`src/rtl/seq_pkg.sv`:
```
// seq_pkg: shared FSM state encoding and default pattern for the serial sequence path
package seq_pkg;
  typedef enum logic [1:0] {IDLE = 2'd0, SEND = 2'd1, GAP = 2'd2, DONE = 2'd3} state_t;
  localparam logic [3:0] DEF_PAT = 4'b1010;
endpackage

```
`src/rtl/seq_down_cnt.sv`:
```
// seq_down_cnt: loadable down-counter with terminal-count flag
module seq_down_cnt #(
  parameter int W = 4,
  parameter int TC = 0
) (
  input  logic         clk,
  input  logic         rst_n,
  input  logic         load,
  input  logic         dec,
  input  logic [W-1:0] val,
  output logic [W-1:0] cnt,
  output logic         tc
);
  always_ff @(posedge clk or negedge rst_n)
    if (!rst_n) cnt <= '0;
    else if (load) cnt <= val;
    else if (dec) cnt <= cnt - W'(1);
  assign tc = cnt == W'(TC);
endmodule

```
`src/rtl/seq_pattern_tx.sv`:
```
// seq_pattern_tx: serial pattern transmitter with repeat count and inter-frame gap
module seq_pattern_tx import seq_pkg::*; #(
  parameter int               PAT_W   = 4,
  parameter logic [PAT_W-1:0] PAT_DEF = DEF_PAT,
  parameter int               CNT_W   = 8,
  parameter int               GAP_W   = 4
) (
  input  logic             clk,
  input  logic             rst_n,
  input  logic             start,
  input  logic             abort,
  input  logic             use_def,
  input  logic [PAT_W-1:0] pat_in,
  input  logic [CNT_W-1:0] rep_cnt,
  input  logic [GAP_W-1:0] gap_cnt,
  output logic             dout,
  output logic             valid,
  output logic             busy,
  output logic             done
);
  localparam int IW = $clog2(PAT_W);
  state_t state_q, state_d;
  logic [PAT_W-1:0] pat_q;
  logic [GAP_W-1:0] gap_q, gap_left;
  logic [CNT_W-1:0] reps_left;
  logic [IW-1:0] idx;
  logic idx_last, reps_last, gap_last, go, frame_end, unused_cnt;
  assign go = state_q == IDLE && start && !abort;
  assign frame_end = state_q == SEND && idx_last;
  always_comb begin
    state_d = state_q;
    unique case (state_q)
      IDLE: state_d = go ? SEND : IDLE;
      SEND: state_d = abort ? IDLE : !idx_last ? SEND : reps_last ? DONE : gap_q == '0 ? SEND : GAP;
      GAP: state_d = abort ? IDLE : gap_last ? SEND : GAP;
      default: state_d = IDLE;
    endcase
  end
  always_ff @(posedge clk or negedge rst_n)
    if (!rst_n) begin
      state_q <= IDLE;
      pat_q <= '0;
      gap_q <= '0;
    end else begin
      state_q <= state_d;
      if (go) begin
        pat_q <= use_def ? PAT_DEF : pat_in;
        gap_q <= gap_cnt;
      end
    end
  seq_down_cnt #(.W(IW), .TC(0)) u_idx (
    .clk(clk), .rst_n(rst_n),
    .load(go || frame_end || (state_q == GAP && gap_last)),
    .dec(state_q == SEND), .val(IW'(PAT_W - 1)),
    .cnt(idx), .tc(idx_last)
  );
  seq_down_cnt #(.W(CNT_W), .TC(1)) u_reps (
    .clk(clk), .rst_n(rst_n), .load(go), .dec(frame_end && !reps_last),
    .val(rep_cnt == '0 ? CNT_W'(1) : rep_cnt),
    .cnt(reps_left), .tc(reps_last)
  );
  seq_down_cnt #(.W(GAP_W), .TC(1)) u_gap (
    .clk(clk), .rst_n(rst_n), .load(frame_end), .dec(state_q == GAP),
    .val(gap_q), .cnt(gap_left), .tc(gap_last)
  );
  assign unused_cnt = ^{reps_left, gap_left};
  assign dout = state_q == SEND && pat_q[idx];
  assign valid = state_q == SEND;
  assign busy = state_q == SEND || state_q == GAP;
  assign done = state_q == DONE;
endmodule

```
`config.mk`:
```
export PLATFORM = sky130hd
export DESIGN_NAME = seq_pattern_tx
export DESIGN_NICKNAME = d
export VERILOG_FILES = /design/src/rtl/seq_pkg.sv /design/src/rtl/seq_down_cnt.sv /design/src/rtl/seq_pattern_tx.sv
export SDC_FILE = /design/constraint.sdc
export NUM_CORES = 1
export LEC_CHECK = 0
export CORE_MARGIN = 8
export CORE_UTILIZATION = 25
export CTS_BUF_LIST = sky130_fd_sc_hd__clkbuf_4
export CTS_CLUSTER_SIZE = 28
export DETAILED_ROUTE_END_ITERATION = 16
export GPL_TIMING_DRIVEN = 0
export SYNTH_ARGS = -nofsm -noshare
export SYNTH_HDL_FRONTEND = slang
export SYNTH_SLANG_ARGS = --single-unit
```
`constraint.sdc`:
```
create_clock -name clk -period 4.95 [get_ports clk]
set_clock_uncertainty 0.2 [all_clocks]
set_input_delay 0.99 -clock clk [delete_from_list [all_inputs] [get_ports clk]]
set_output_delay 0.99 -clock clk [all_outputs]
set_load 0.01 [all_outputs]
```
---- Yosys cells after proc, flatten, opt, wreduce, memory -nomap -nowiden ----
Index checks and enable logic that the tools add are counted.
storage, ports and cells
  bits in registers ....................... 24
  bits of input ports ..................... 21
  output and inout port bits .............. 4
  logic and storage cells ................. 51
cells by class
  add/subtract/negate cells ............... 3
  magnitude comparators ................... 1
  eq/ne operators ......................... 5
  mux-type cells .......................... 18
  reduce and logical (&&, ||, !) cells .... 18
operators by type and width
  cell                                                                  count
  8-bit two-way mux                                                     3
  2-bit two-way mux                                                     8
  4-bit two-way mux                                                     3
  8-bit by 1-bit == test with 1-bit output, second input constant       1
  8-bit zero test                                                       1
  8-bit by 1-bit subtractor with 8-bit output, second input constant    1
  1-bit logical AND                                                     6
  2-bit case mux with 3 select lines                                    1
  2-bit nonzero test                                                    3
  2-bit == test, second input constant                                  2
  4-bit by 1-bit == test with 1-bit output, second input constant       1
  2-bit zero test                                                       2
  4-bit zero test                                                       1
  4-bit by 1-bit subtractor with 4-bit output, second input constant    1
  1-bit logical OR                                                      3
  2-bit by 3-bit < comparator with 1-bit output, second input constant  1
  1-bit binary-select mux with 2-bit select                             1
  2-bit by 1-bit == test with 1-bit output, second input constant       1
  1-bit zero test                                                       2
  1-bit two-way mux                                                     2
  2-bit by 1-bit subtractor with 2-bit output, second input constant    1

---- Depth between registers and ports, before layout ----
Gate-level depths: netlist of run 1.
  depth in word-level cells ............... 6
  mapped depth ............................ 8
  mapped depth without buffers ............ 6

---- By module ----
Synthesis of run 1 repeated with hierarchy kept, for this count alone.
second synthesis, totals
  cells, all modules ...................... 146
  area, all modules ....................... 1422.6 µm²
by module, submodules not included
  module                  times used  cells an instance  area each (µm²)  sequential area each (µm²)
  seq_pattern_tx          1           62                 603.1            250.2
  seq_down_cnt at u_reps  1           50                 460.4            200.2
  seq_down_cnt at u_gap   1           22                 242.7            100.1
  seq_down_cnt at u_idx   1           12                 116.4            50.0

---- Worst setup path before layout of run 1 ----
Ideal clock, no wire load.
  path kind ............................... register to output
  start point ............................. register u_idx.cnt[0]
  end point ............................... output port dout
  data arrival time ....................... 1051 ps
  data required time ...................... 3760 ps
  path slack .............................. 2709 ps
  cell stages (with the launch flop) ...... 3
  path buffers ............................ 0
  cells stage by stage .................... dfrtp_1 > mux4_2 > and2_1
on the way
  cells in the longest elaborated chain, start to end .. 3
RTL lines
  what                                       RTL line              RTL
  start, declared                            seq_down_cnt.sv:11    output logic [W-1:0] cnt,
  start signal, assigned                     seq_down_cnt.sv:16    else if (load) cnt <= val;
  start signal, assigned                     seq_down_cnt.sv:17    else if (dec) cnt <= cnt - W'(1);
  1-bit binary-select mux with 2-bit select  seq_pattern_tx.sv:67  assign dout = state_q == SEND && pat_q[idx];
  1-bit two-way mux (not written as such)    seq_pattern_tx.sv:67
  1-bit logical AND                          seq_pattern_tx.sv:67
  end, declared                              seq_pattern_tx.sv:16  output logic dout,
Every way passes these cells. The select of a mux whose other input is x is not followed.

---- Final worst setup path of run 1 ----
Same ends and word-level chain as after synthesis.

==> results of run 1 <==
## cells in the final DEF (no fill, tap or decap), types with 2 or more instances in the layout
master and n:
ha_1 9, and2_1 2, xnor2_1 5, nand3_1 4
clkbuf_1 3, o21ai_1 4, or4_1 3, clkbuf_4 3
clkdlybuf4s50_1 24, nand2b_1 2, xor2_1 4, nor4_1 2
o21ai_0 12, nor2_1 8, a21oi_1 6, nand2_1 36
nand4_1 2, dfrtp_1 24, inv_1 8
## metal layers
layer	share of wire	vias to the layer above	wire length [µm]
met5	0	-	0
met4	0.019	0	57
met3	0.043	4	127
met2	0.46	21	1380
met1	0.47	513	1420
li1	-	577	-
## flip-flops by register name, summed over array words and instances, names as in the netlist
| signal | flops |
|---|---|
| pat_q | 4 |
| state_q | 2 |
| gap_q | 4 |
| u_reps.cnt | 8 |
| u_gap.cnt | 4 |
| u_idx.cnt | 2 |
## metrics by stage
step	cells	utilization	total power, mW	hold WS, ns	area (µm²)
after floorplan	152	-	0.442	0.234	1380
after global placement	248	0.316	0.505	0.249	1710
after detailed placement	248	0.316	0.508	0.266	1710
after CTS	252	0.325	0.652	0.297	1760
after global routing	252	0.325	0.701	0.345	1760
final	252	0.325	0.645	0.295	1760
## worst min-delay path: cells and delay by family, from the launching register on
kind / cells / cell delay (ns)
flip-flops: 1 / 0.37
AND/OR/NAND/NOR: 2 / 0.10
## cell type report
class	count	area [µm²]
Buffer	5	32.5
Clock buffer	3	22.5
Clock inverter	1	30.0
Fill cell	578	3650
Inverter	8	30.0
Multi-Input combinational cell	115	712
Sequential cell	24	601
Tap cell	72	90.1
Timing Repair Buffer	24	240
## cells by family (layout without fill, tap and decap cells)
kind of cell	Yosys count	count (layout)	share of synthesized area
DFF	24	24	0.437
muxes	1	1	0.0164
xor gates and xnor gates	9	9	0.0573
buffers and inverters	13	41	0.0455
and+or+nand+nor	68	68	0.242
adders and majority gates	9	9	0.0819
AOI/OAI and AO/OA	28	28	0.120
## path summary, 6_finish.rpt
check / end / cells past startpoint
hold reg to reg: pat_q[3]$_DFFE_PN0P_ / 2
min in group asynchronous: u_reps.cnt[4]$_DFFE_PN0P_ / 1
setup reg to reg: pat_q[1]$_DFFE_PN0P_ / 7
hold / removal: pat_q[3]$_DFFE_PN0P_ / 2
setup / recovery: dout / 3
max in group asynchronous: u_reps.cnt[6]$_DFFE_PN0P_ / 1
## where the power goes
group / switching, mW / total, mW / internal, mW
logic: 0.0924 / 0.195 / 0.102
registers: 0.0528 / 0.305 / 0.253
clock network: 0.0626 / 0.144 / 0.0819
==> impl_summary.txt, run 1 <==
----------------------------------------------------
[Synth]
  Distinct cell type count of the synthesized netlist ... 35
  Flip-flop and latch count after synthesis ... 24
  Post-synth EDFFs ... 0
  Yosys top cell by area ... dfrtp_1
  Sequential element share of the synthesized area ... 0.437
  Synth Cell Area ... 1380 µm²
  Proportion of register bits with asynchronous set or reset after synthesis ... 1.00
  Share of Yosys cell area claimed by the top area cell type ... 0.437
  Cell with the most instances after synthesis ... nand2_1
  Post-synthesis net count ... 182
  Synthesis warning total ... 0
  Average instance area after synthesis ... 9.05 µm²
  Synthesized instance count ... 152
  Most used flip-flop cell after synthesis ... dfrtp_1
  Commonest cells in the netlist ... 36 x nand2_1, 24 x dfrtp_1, 12 x o21ai_0
  Leading cell types by total area after synthesis ... dfrtp_1 44%, nand2_1 9.8%, ha_1 8.2%

[Timing]
  Setup repair after global routing missed its margin ... false
  Slew at the pin closest to its max-slew limit ... 1.07 ns
  Worst slew margin relative to its limit ... 0.287
  Period minus WS final ... 3.07 ns
  Max-slew violation total from the final report ... 0
  Post-route clock period utilization ... 0.621
  Highest clock rate ... 0.326 GHz
  Worst setup margin ... 1.88 ns
  Number of hold violations in the final report ... 0
  Finish-stage setup viols ... 0
  Sum Neg Setup Slack ... 0 ns

[Worst setup path]
  Maximum fanout along the worst path ... 3
  List of cells traversed by the critical path ... mux4_2, and2_1, clkdlybuf4s50_1
  Critical Path Source ... u_idx.cnt[0]$_DFFE_PN0P_
  Cell with the largest stage delay on the worst path ... mux4_2
  WP data required ... 3.76 ns
  Slack of the worst reg-to-reg path ... 2.89 ns
  Largest delay share family, worst path ... multiplexers
  Worst setup EP type ... output pin
  CP peak stage delay ... 0.50 ns
  Worst reg2reg startpoint ... state_q[0]$_DFF_PN0_
  CP startpoint kind ... flip-flop
  Critical setup path kind ... flip-flop to output pin
  CP bufs+invs ... 1
  Arrival time reported for the critical path endpoint ... 1.88 ns

[Global routing]
  Met2 Track Usage GR ... 0.122
  Met1 layer usage reported by global route ... 0.0973
  First-pass GRT wire length ... 5.22 mm
  Fraction of met3 tracks used by global routing ... 0.0166
  Number of global-route vias before repair ... 1,157
  Total global routing track utilization ... 0.0777
  Most congested layer reported by global routing ... met2
  Pin count of the biggest net entering global routing ... 25
  Residual overflow from global routing ... 0
  Number of antenna violations at the first check in global routing ... 0

[Routing]
  Total routed wirelength ... 2.98 mm
  Antenna-violating nets left ... 0
  Vias ... 1,115
  Number of detailed-route iterations in the first pass ... 4
  Detailed-route vias per instance ... 4.42
  Average routed wire per standard cell ... 11.8 µm
  DRC ... 0
  Starting DRC count in detailed routing ... 44

[Floorplanning]
  Boundary Pins ... 25
  Vertical die dimension ... 90.2 µm
  Die Width ... 90.2 µm
  DIE AREA ... 8130 µm²
  Floorplan Core Area ... 5410 µm²
  Cell Rows ... 27
  Initial Utilization ... 0.254

[Pwr]
  IR Drop Worst-Case VDD ... 0.000128 V
  Total leakage power ... 0.714 nW
  Total power density per cell area ... 367 nW/µm²

[Place]
  Post-place setup slack ... 2.01 ns
  Routability congestion estimate from global placement ... 0.870
  Quantity of I/O buffers inserted on ports ... 24
  HPWL Detailed ... 2.32 mm

[Min path]
  Worst min-delay path class ... flip-flop to flip-flop
  Min-Delay Startpoint ... pat_q[3]$_DFFE_PN0P_

[Clock tree]
  Hold bufs inserted after CTS ... 0
  Clock latency of the later-clocked register in the worst-skew pair ... 0.32 ns
  Clock buffer count from CTS ... 3
  TritonCTS clock tree ... done
  Master cell of the clock root buffer ... clkbuf_4
  Number of H-tree branching levels ... 1
  CTS clk-pin slew, worst paths ... 0.14 ns
  CTS resizes ... 0
  # clock sinks ... 24
  Post-CTS setup buffer count ... 0
  Deepest clock path buffer count ... 2

[Run]
  # Max-Cap Violations ... 0

[Final layout]
  Post-layout nets ... 211
  Number of inserted diodes ... 0
  Area growth from synthesis to layout ... 27.8%
  Share of cells above drive strength 1 ... 0.0722

[Outcome]
  Status ... completed

----------------------------------------------------
No activity file was read; power rests on OpenSTA's default activity.
==> run 2, diff against run 1 <==
==> constraint.sdc (replaced) <==
create_clock -name clk -period 3 [get_ports clk]
set_clock_uncertainty 0.2 [all_clocks]
set_input_delay 0.6 -clock clk [delete_from_list [all_inputs] [get_ports clk]]
set_output_delay 0.6 -clock clk [all_outputs]
set_load 0.01 [all_outputs]
==> results of run 2 <==
Same layout as run 1 (identical final DEF). Status: completed.
Among the figures that moved: setup slack after placement 2.01 ns -> 0.453 ns; setup slack after layout 1.88 ns -> 0.318 ns; register-to-register setup slack 2.89 ns -> 0.94 ns; total power 0.645 mW -> 1.06 mW; worst IR drop on VDD 0.000128 V -> 0.000211 V
